`src/rtl/ifetch_unit_pkg.sv`:
```
// Shared definitions for the fetch stage: word size, instruction stride and
// the fetch FSM state encodings.
package ifetch_unit_pkg;

    localparam int WORDSIZE   = 32;
    localparam int INST_BYTES = 4;

    typedef enum logic [1:0] {
        FETCH_IDLE      = 2'd0,
        FETCH_WAIT      = 2'd1,
        FETCH_WAIT_DROP = 2'd2
    } fetch_state_t;

endpackage

```
`src/rtl/ifetch_unit_fetch_queue.sv`:
```
// Small power-of-two FIFO of {pc, instr} pairs feeding decode.
// The head is read straight from registered storage.
module fetch_queue #(
    parameter int WORDSIZE = ifetch_unit_pkg::WORDSIZE,
    parameter int QDEPTH   = 2,
    parameter int CNT_W    = $clog2(QDEPTH) + 1
) (
    input  logic                CLK,
    input  logic                reset,
    input  logic                i_push,
    input  logic [WORDSIZE-1:0] i_push_pc,
    input  logic [WORDSIZE-1:0] i_push_instr,
    input  logic                i_pop,
    input  logic                i_flush,
    output logic [CNT_W-1:0]    o_count,
    output logic [WORDSIZE-1:0] o_head_pc,
    output logic [WORDSIZE-1:0] o_head_instr
);
    localparam int PTR_W = $clog2(QDEPTH);

    logic [WORDSIZE-1:0] r_pc_mem    [QDEPTH];
    logic [WORDSIZE-1:0] r_instr_mem [QDEPTH];
    logic [PTR_W-1:0]    r_rd_ptr;
    logic [PTR_W-1:0]    r_wr_ptr;
    logic [CNT_W-1:0]    r_count;

    always_ff @(posedge CLK or negedge reset) begin
        if (!reset) begin
            r_rd_ptr <= '0;
            r_wr_ptr <= '0;
            r_count  <= '0;
        end else if (i_flush) begin
            r_rd_ptr <= '0;
            r_wr_ptr <= '0;
            r_count  <= '0;
        end else begin
            // Pointers wrap naturally because QDEPTH is a power of two.
            if (i_push) r_wr_ptr <= r_wr_ptr + PTR_W'(1);
            if (i_pop)  r_rd_ptr <= r_rd_ptr + PTR_W'(1);
            r_count <= r_count + CNT_W'(i_push) - CNT_W'(i_pop);
        end
    end

    always_ff @(posedge CLK) begin
        if (i_push && !i_flush) begin
            r_pc_mem[r_wr_ptr]    <= i_push_pc;
            r_instr_mem[r_wr_ptr] <= i_push_instr;
        end
    end

    assign o_count      = r_count;
    assign o_head_pc    = r_pc_mem[r_rd_ptr];
    assign o_head_instr = r_instr_mem[r_rd_ptr];

endmodule

```
`src/rtl/ifetch_unit.sv`:
```
// Fetch stage: issues one-outstanding imem requests from pc_in, buffers the
// responses for decode and computes the PC register's next value.
//
// state           | meaning
// FETCH_IDLE      | no request outstanding
// FETCH_WAIT      | one request outstanding, response will be queued
// FETCH_WAIT_DROP | one request outstanding, response discarded (redirected)
module ifetch_unit #(
    parameter int                  WORDSIZE = ifetch_unit_pkg::WORDSIZE,
    parameter int                  QDEPTH   = 2,
    parameter logic [WORDSIZE-1:0] RESET_PC = '0
) (
    input  logic                CLK,
    input  logic                reset,
    input  logic [WORDSIZE-1:0] pc_in,
    output logic [WORDSIZE-1:0] pc_next,
    input  logic                redirect_valid,
    input  logic [WORDSIZE-1:0] redirect_pc,
    output logic                imem_req_valid,
    input  logic                imem_req_ready,
    output logic [WORDSIZE-1:0] imem_req_addr,
    input  logic                imem_resp_valid,
    input  logic [WORDSIZE-1:0] imem_resp_data,
    output logic                inst_valid,
    input  logic                inst_ready,
    output logic [WORDSIZE-1:0] inst_data,
    output logic [WORDSIZE-1:0] inst_pc
);
    import ifetch_unit_pkg::*;

    localparam int CNT_W = $clog2(QDEPTH) + 1;

    fetch_state_t        r_state;
    fetch_state_t        w_state_nx;
    logic [WORDSIZE-1:0] r_req_pc;
    logic [CNT_W-1:0]    w_count;
    logic [CNT_W-1:0]    w_reserved;
    logic                w_accept;
    logic                w_push;
    logic                w_pop;

    // A slot is held for the outstanding kept response so it can never overflow.
    assign w_reserved = w_count + CNT_W'(r_state == FETCH_WAIT);

    assign imem_req_valid = reset && !redirect_valid
                          && (w_reserved < CNT_W'(QDEPTH))
                          && ((r_state == FETCH_IDLE) || imem_resp_valid);
    assign imem_req_addr  = pc_in;
    assign w_accept       = imem_req_valid && imem_req_ready;

    assign w_push     = (r_state == FETCH_WAIT) && imem_resp_valid && !redirect_valid;
    assign inst_valid = (w_count != '0) && !redirect_valid;
    assign w_pop      = inst_valid && inst_ready;

    always_comb begin
        w_state_nx = r_state;
        if (redirect_valid) begin
            if (r_state != FETCH_IDLE)
                w_state_nx = imem_resp_valid ? FETCH_IDLE : FETCH_WAIT_DROP;
        end else if (w_accept) begin
            w_state_nx = FETCH_WAIT;
        end else if ((r_state != FETCH_IDLE) && imem_resp_valid) begin
            w_state_nx = FETCH_IDLE;
        end
    end

    always_comb begin
        pc_next = pc_in;
        if (!reset)
            pc_next = RESET_PC;
        else if (redirect_valid)
            pc_next = redirect_pc;
        else if (w_accept)
            pc_next = pc_in + WORDSIZE'(INST_BYTES);
    end

    always_ff @(posedge CLK or negedge reset) begin
        if (!reset) begin
            r_state  <= FETCH_IDLE;
            r_req_pc <= '0;
        end else begin
            r_state <= w_state_nx;
            if (w_accept) r_req_pc <= pc_in;
        end
    end

    fetch_queue #(
        .WORDSIZE (WORDSIZE),
        .QDEPTH   (QDEPTH),
        .CNT_W    (CNT_W)
    ) u_fetch_queue (
        .CLK          (CLK),
        .reset        (reset),
        .i_push       (w_push),
        .i_push_pc    (r_req_pc),
        .i_push_instr (imem_resp_data),
        .i_pop        (w_pop),
        .i_flush      (redirect_valid),
        .o_count      (w_count),
        .o_head_pc    (inst_pc),
        .o_head_instr (inst_data)
    );

endmodule
```
`config.mk`:
```
export PLATFORM = sky130hd
export DESIGN_NAME = ifetch_unit
export DESIGN_NICKNAME = d
export VERILOG_FILES = /design/src/rtl/ifetch_unit_pkg.sv /design/src/rtl/ifetch_unit_fetch_queue.sv /design/src/rtl/ifetch_unit.sv
export SDC_FILE = /design/constraint.sdc
export NUM_CORES = 1
export LEC_CHECK = 0
export BUFFER_PORTS_ARGS = -buffer_cell sky130_fd_sc_hd__buf_2
export CORE_AREA = 2 2 152 154
export DETAILED_ROUTE_END_ITERATION = 12
export DIE_AREA = 0 0 154 156
export PLACE_DENSITY = 0.68
export RECOVER_POWER = 100
export SKIP_LAST_GASP = 1
export SLEW_MARGIN = 20
export SYNTH_ARGS = -nofsm -noshare
export SYNTH_HDL_FRONTEND = slang
export SYNTH_HIERARCHICAL = 1
export SYNTH_SLANG_ARGS = --single-unit
```
`constraint.sdc`:
```
create_clock -name CLK -period 7.4 [get_ports CLK]
set_input_delay 1.48 -clock CLK [delete_from_list [all_inputs] [get_ports CLK]]
set_output_delay 1.48 -clock CLK [all_outputs]
set_load 0.02 [all_outputs]
```
==> metrics.cfg, run 1 <==
[run_status]
status=finished, violations left
violations=max-capacitance violations, max-slew violations

[layout]
fin_area_sq_mm=0.00905
final_util=0.405
area_growth_pct=17.9
drive_above_1_share=0.275
n_antenna_cell=0
final_nets=818
fillers=2178

[global_routing]
grt_first_pass_wirelength_um=26400
overflow=0
antenna_found_initial=0
grt_pass1_vias=4721
grtUsageTotal=0.145
grt_max_degree=70

[cts]
cts_htree_levels=4
cts_sinks=166
root_buffer=clkbuf_16
numCtsBuffers=17
cts_setup_buffers=0
path_clk_slew_ns=0.06
ctsResizeCount=0
hold_buffers=0
clock_latency_ns=0.42
cts_tree=yes
cts_max_path_buffers=2

[synthesis]
netlist-cell-type-count=45
post_synth.cell_area_avg_sq_um=15.0
yosysSeqAreaShare=0.625
async_reset_ff_frac=0.229
synth_edf_count=128
syn_area_sq_mm=0.00768
ys_warn_count=6
ys_seq_elements=166
ys.flop_type=edfxtp_1
syn_inst=511
synth_nets=616

[critical_path]
startpoint_type=input pin
critPathRequiredTime_ns=5.92
crit_type=input pin to primary output
cp-end-kind=primary output
cp.depth=7
path_cells=clkbuf_1, nor4b_1, nand4_1, nor2_1, a211oi_1, a311oi_1, clkbuf_1
critPathMaxStageDelay_ns=0.81
cp_common_cell=clkbuf_1
worstPathArrival_ns=4.33
cp_num_buf_inv=2
crit_slowest_cell=nor4b_1
path_delay_family=simple AND/OR/NAND/NOR gates
crit_fanout=18
reg2regPathDepth=3

[worst_hold_path]
hp-class=register to register
whs_path_depth=0

[routing]
routed_via_density=4.69
firstDrtPassIters=6
wire_per_inst_um=17.3
wirelength_um=17500
postRouteAntennaNets=0
drcViolationCount=0
num_vias=4745
drtIter0Drc=161

[placement]
gpl.final_weighted_congestion=0.740
dpl.hpwl_um=11800
place_area_sq_mm=0.00886
port_buffers=231

[pwr]
worst_ir_drop_vdd_mv=0.120
switching_share=0.234
power_leakage_uw=0.00334
total_power_uw=2140
p_switching_uw=501
internal_power_uw=1640
power_density_mw_per_mm2=236
share_comb_of_total_power=0.087
clkPwrFrac=0.399
power_frac_seq=0.514

[sta]
tightest_slew_ns=2.68
hold_viol_final=0
skew_ns=0.00564
slew_viol_final=89
setup_violations=0
clock.fmax_mhz=172
finalCritPeriodShare=0.785
tns_ns=0
maxSlewHeadroom=-0.787
rsz0062_at_grt=no
min_period_ns=5.81

[floorplan]
rows=55
core_area_sq_mm=0.0224
die_area_sq_mm=0.0240
start_util=0.343
die_h_um=156
io_pins=232
die_w_um=154

[flow_run]
max_cap_violations=2

stage by stage:
step                worst slack [ns]  hold WS (ns)  std cells
floorplan                       2.10         0.435        511
global placement                2.20         0.439        978
detailed placement              2.17         0.449        978
CTS                             2.16         0.463       1010
global route                    1.14         0.477       1011
finish                          1.59         0.462       1011
power groups by stage:
| stage | logic (uW) | clock network [uW] | registers (uW) |
|---|---|---|---|
| floorplan | 127 | 0 | 1110 |
| global placement | 197 | 0 | 1110 |
| detailed placement | 201 | 0 | 1120 |
| CTS | 201 | 883 | 1100 |
| global route | 206 | 924 | 1100 |
| finish | 186 | 854 | 1100 |
final cells by class:
class                           count  area (sq um)  area share
Timing Repair Buffer              237          1080       0.119
Clock inverter                     11           128      0.0141
Tap cell                          285           357      0.0394
Multi-Input combinational cell    280          2210       0.244
Inverter                           11          41.3     0.00456
Clock buffer                       21           440      0.0486
Sequential cell                   166          4790       0.530
cells in the mapped netlist (2+ instances only):
cell type / number / area share
xnor2_1: 17 / 0.019
nor3_2: 6 / 0.0078
a211oi_1: 4 / 0.0039
ha_1: 3 / 0.0049
buf_2: 3 / 0.0020
mux2_4: 50 / 0.098
nor3b_1: 2 / 0.0020
mux2_2: 14 / 0.021
and2_1: 2 / 0.0016
o21ai_1: 4 / 0.0026
xor2_1: 10 / 0.011
buf_4: 35 / 0.034
buf_6: 6 / 0.0088
nor4_2: 2 / 0.0033
clkbuf_1: 10 / 0.0049
inv_1: 10 / 0.0049
o21ai_0: 29 / 0.019
nor3_1: 6 / 0.0039
a21oi_1: 26 / 0.017
dfrtp_1: 38 / 0.12
nand2_1: 25 / 0.012
mux2i_1: 2 / 0.0026
nor4b_4: 2 / 0.0062
nand3_1: 7 / 0.0046
nand4_4: 2 / 0.0055
nor2_1: 11 / 0.0054
mux2_1: 25 / 0.037
edfxtp_1: 128 / 0.50
nor2b_1: 7 / 0.0057
and4_1: 2 / 0.0023
and3_1: 4 / 0.0033
nand4_1: 6 / 0.0049
worst register-to-register path, delay by kind of cell (launching register included):
| kind | cells | cell delay, ns |
|---|---|---|
| simple gates | 2 | 1.78 |
| buf+inv | 1 | 1.94 |
| flops | 1 | 0.42 |
routing by layer:
layer / track usage / share of wire
met1: 0.188 / 0.46
met5: 0 / 0
met3: 0.0306 / 0.047
met4: 0.0454 / 0.012
met2: 0.244 / 0.48
path summary, 6_finish.rpt:
kind	from	end	slack, ns
setup / recovery	redirect_valid	pc_next[30]	1.59
hold / removal	r_req_pc[8]	u_fetch_queue/r_pc_mem[0][8]	0.46
setup reg to reg	r_state[1]	u_fetch_queue/r_pc_mem[1][6]	2.78
hold reg to reg	r_req_pc[8]	u_fetch_queue/r_pc_mem[0][8]	0.46
max in group asynchronous	reset	r_req_pc[27]	5.48
min in group asynchronous	reset	r_req_pc[13]	1.42
cells in the final DEF (no fill, tap or decap), drive strengths merged, types with 2 or more instances in the layout:
cell type	Yosys	layout
a211oi	4	4
a21oi	26	26
and2	2	2
and3	4	4
and4	2	2
buf	44	147
bufinv	0	2
clkbuf	10	111
clkinv	0	6
clkinvlp	0	3
dfrtp	38	38
edfxtp	128	128
ha	3	3
inv	11	11
mux2	89	89
mux2i	2	2
nand2	25	25
nand3	7	7
nand4	9	9
nor2	12	12
nor2b	7	7
nor3	12	12
nor3b	2	2
nor4	2	2
nor4b	3	3
o21ai	33	33
xnor2	17	17
xor2	10	10
kinds of logic (layout without fill, tap and decap cells):
family,after synthesis,count (layout),share of synthesized area
flops,166,166,0.625
xor+xnor,28,28,0.0337
mux,91,91,0.158
simple gates,90,90,0.0755
fa+ha+maj,3,3,0.00489
buf+inv,65,280,0.0552
compound gates,68,68,0.0486
registers in the layout (all words and copies together) (netlist names):
signal	flops
u_fetch_queue/r_instr_mem	64
u_fetch_queue/r_pc_mem	64
r_req_pc	32
r_state	2
u_fetch_queue/o_count	2
u_fetch_queue/r_rd_ptr	1
u_fetch_queue/r_wr_ptr	1
Note: power is estimated with default switching activity, not from simulation.
==> run 2: changes to the inputs <==
- clock period: 7.4 -> 5.5 ns (I/O delays scaled with it)
==> metrics.cfg, run 2 (synthesis gave the netlist of run 1 again) <==
[cts]
cts_tree=yes  ; unchanged
ctsResizeCount=0  ; unchanged
path_clk_slew_ns=0.06  ; about the same
clock_latency_ns=0.41  ; was 0.42 ns
cts_sinks=166  ; unchanged
cts_htree_levels=4  ; unchanged
numCtsBuffers=17  ; unchanged
cts_max_path_buffers=2  ; unchanged
cts_setup_buffers=0  ; unchanged
hold_buffers=0  ; unchanged
root_buffer=clkbuf_16  ; unchanged

[layout]
layout.cells.non_filler=1013  ; was 1011
drive_above_1_share=0.275  ; about the same
area_growth_pct=19.4  ; was 17.9%
reg_top3=u_fetch_queue/r_instr_mem (64), u_fetch_queue/r_pc_mem (64), r_req_pc (32)  ; unchanged
final_common_cell=buf_2  ; unchanged
final_cell_mix=140 x buf_2, 128 x edfxtp_1, 99 x clkbuf_1, 74 x mux2_1, 37 x dfrtp_1  ; was 145 x buf_2, 128 x edfxtp_1, 93 x clkbuf_1, 72 x mux2_1, 38 x dfrtp_1
n_antenna_cell=0  ; unchanged
final_nets=820  ; was 818

[global_routing]
antenna_found_initial=1  ; was 0
grt_first_pass_wirelength_um=26900  ; was 26400 um
overflow=0  ; unchanged
grtUsageTotal=0.148  ; was 0.145
grt_pass1_vias=4700  ; was 4721
grt_max_degree=71  ; was 70

[pwr]
switching_share=0.227  ; was 0.234
clkPwrFrac=0.425  ; was 0.399
share_comb_of_total_power=0.083  ; was 0.087
internal_power_uw=2320  ; was 1640 uW
worst_ir_drop_vdd_mv=0.194  ; was 0.120 mV
power_leakage_uw=0.00337  ; was 0.00334 uW
power_frac_seq=0.492  ; was 0.514
p_switching_uw=683  ; was 501 uW
power_density_mw_per_mm2=328  ; was 236 mW/mm^2

[placement]
gpl.final_weighted_congestion=0.770  ; was 0.740
dpl.hpwl_um=12000  ; was 11800 um
port_buffers=231  ; unchanged
place_inst=981  ; was 978

[worst_hold_path]
holdCritStartpoint=r_req_pc[21]  ; was r_req_pc[8]
hp-class=register to register  ; unchanged
whs_path_depth=0  ; unchanged
hold_end=u_fetch_queue/r_pc_mem[0][21]  ; was u_fetch_queue/r_pc_mem[0][8]

[routing]
drcViolationCount=0  ; unchanged
num_vias=4716  ; was 4745
wirelength_um=17800  ; was 17500 um
firstDrtPassIters=4  ; was 6
drtIter0Drc=233  ; was 161
routed_via_density=4.66  ; was 4.69
postRouteAntennaNets=0  ; unchanged
wire_per_inst_um=17.6  ; was 17.3 um

[sta]
finalCritPeriodShare=0.838
clock.fmax_mhz=217
skew_ns=0.00906  ; was 0.00564 ns
hold_viol_final=0  ; unchanged
tightest_slew_ns=1.64  ; was 2.68 ns
min_period_ns=4.61
slew_viol_final=24  ; was 89
tns_ns=0  ; unchanged
maxSlewHeadroom=-0.0957  ; was -0.787
rsz0062_at_grt=no  ; unchanged
setup_violations=0  ; unchanged

[floorplan]
io_pins=232  ; unchanged
die_area_sq_mm=0.0240  ; unchanged
start_util=0.343  ; unchanged
rows=55  ; unchanged
core_area_sq_mm=0.0224  ; unchanged
die_h_um=156  ; unchanged
die_w_um=154  ; unchanged

[critical_path]
worstReg2RegStart=r_state[0]  ; was r_state[1]
worstPathArrival_ns=3.51  ; was 4.33 ns
cp-end-kind=primary output  ; unchanged
r2r_end=r_req_pc[29]  ; was u_fetch_queue/r_pc_mem[1][6]
crit_type=input pin to primary output  ; unchanged
critPathRequiredTime_ns=4.40  ; was 5.92 ns
startpoint_type=input pin  ; unchanged
crit_fanout=18  ; unchanged
timing.reg2reg.setup_slack_ns=2.24  ; was 2.78 ns
reg2regPathDepth=5  ; was 3

[run_status]
violations=max-capacitance violations, max-slew violations  ; unchanged
status=finished, violations left  ; unchanged

[flow_run]
max_cap_violations=1  ; was 2

==> run 2: critical path, stage by stage <==
cell and delay (ns):
clkbuf_1 0.44, nor4b_4 0.52, nand4_1 0.57, nor3_2 0.31, xnor2_1 0.15, a21oi_1 0.16, clkbuf_1 0.24
==> run 2: cell type report <==
cell class              count  area [sq um]
clock buffers              22           464
fillers                  2146         13200
flip-flops and latches    166          4800
repair buffers            239          1080
well taps                 285           357
multi-input cells         280          2250
clock inverters            10           171
inverters                  11          41.3
==> run 2: power by group through the flow <==
stage | clock network (uW) | logic, uW | registers (uW)
CTS | 1310 | 270 | 1480
global route | 1370 | 277 | 1490
global placement | 0 | 264 | 1500
detailed placement | 0 | 269 | 1510
finish | 1280 | 250 | 1480
floorplan | 0 | 171 | 1490
==> run 2: through the flow <==
step                      total power [uW]  hold slack, ns  area, sq um  utilization  setup WS (ns)
after global routing                  3130           0.480         9170        0.410          0.626
after detailed placement              1770           0.448         8890        0.397           1.24
final                                 3010           0.461         9170        0.410          0.890
after floorplan                       1660           0.435         7680            -          0.585
after global placement                1760           0.440         8890        0.397           1.27
after CTS                             3060           0.460         9520        0.426           1.23
==> run 2: how the worst max path moves through the flow <==
stage                   start                         endpoint  slack [ns]  cells past startpoint
6_report       redirect_valid                      pc_next[31]        0.89                      7
5_1_grt        redirect_valid                      pc_next[15]        0.63                      6
3_3_place_gp         pc_in[2]                      pc_next[30]        1.27                      9
2_1_floorplan  redirect_valid  u_fetch_queue/r_instr_mem[0][0]        0.58                      3
4_1_cts              pc_in[2]                      pc_next[30]        1.23                      9
3_5_place_dp         pc_in[2]                      pc_next[30]        1.24                      9
==> run 2: per-layer routing <==
layer,vias up,wire length (um),global-route usage
met1,2272,8220,0.196
met2,148,8400,0.243
li1,2276,-,-
met3,18,954,0.0400
met4,2,216,0.0360
met5,-,13,0
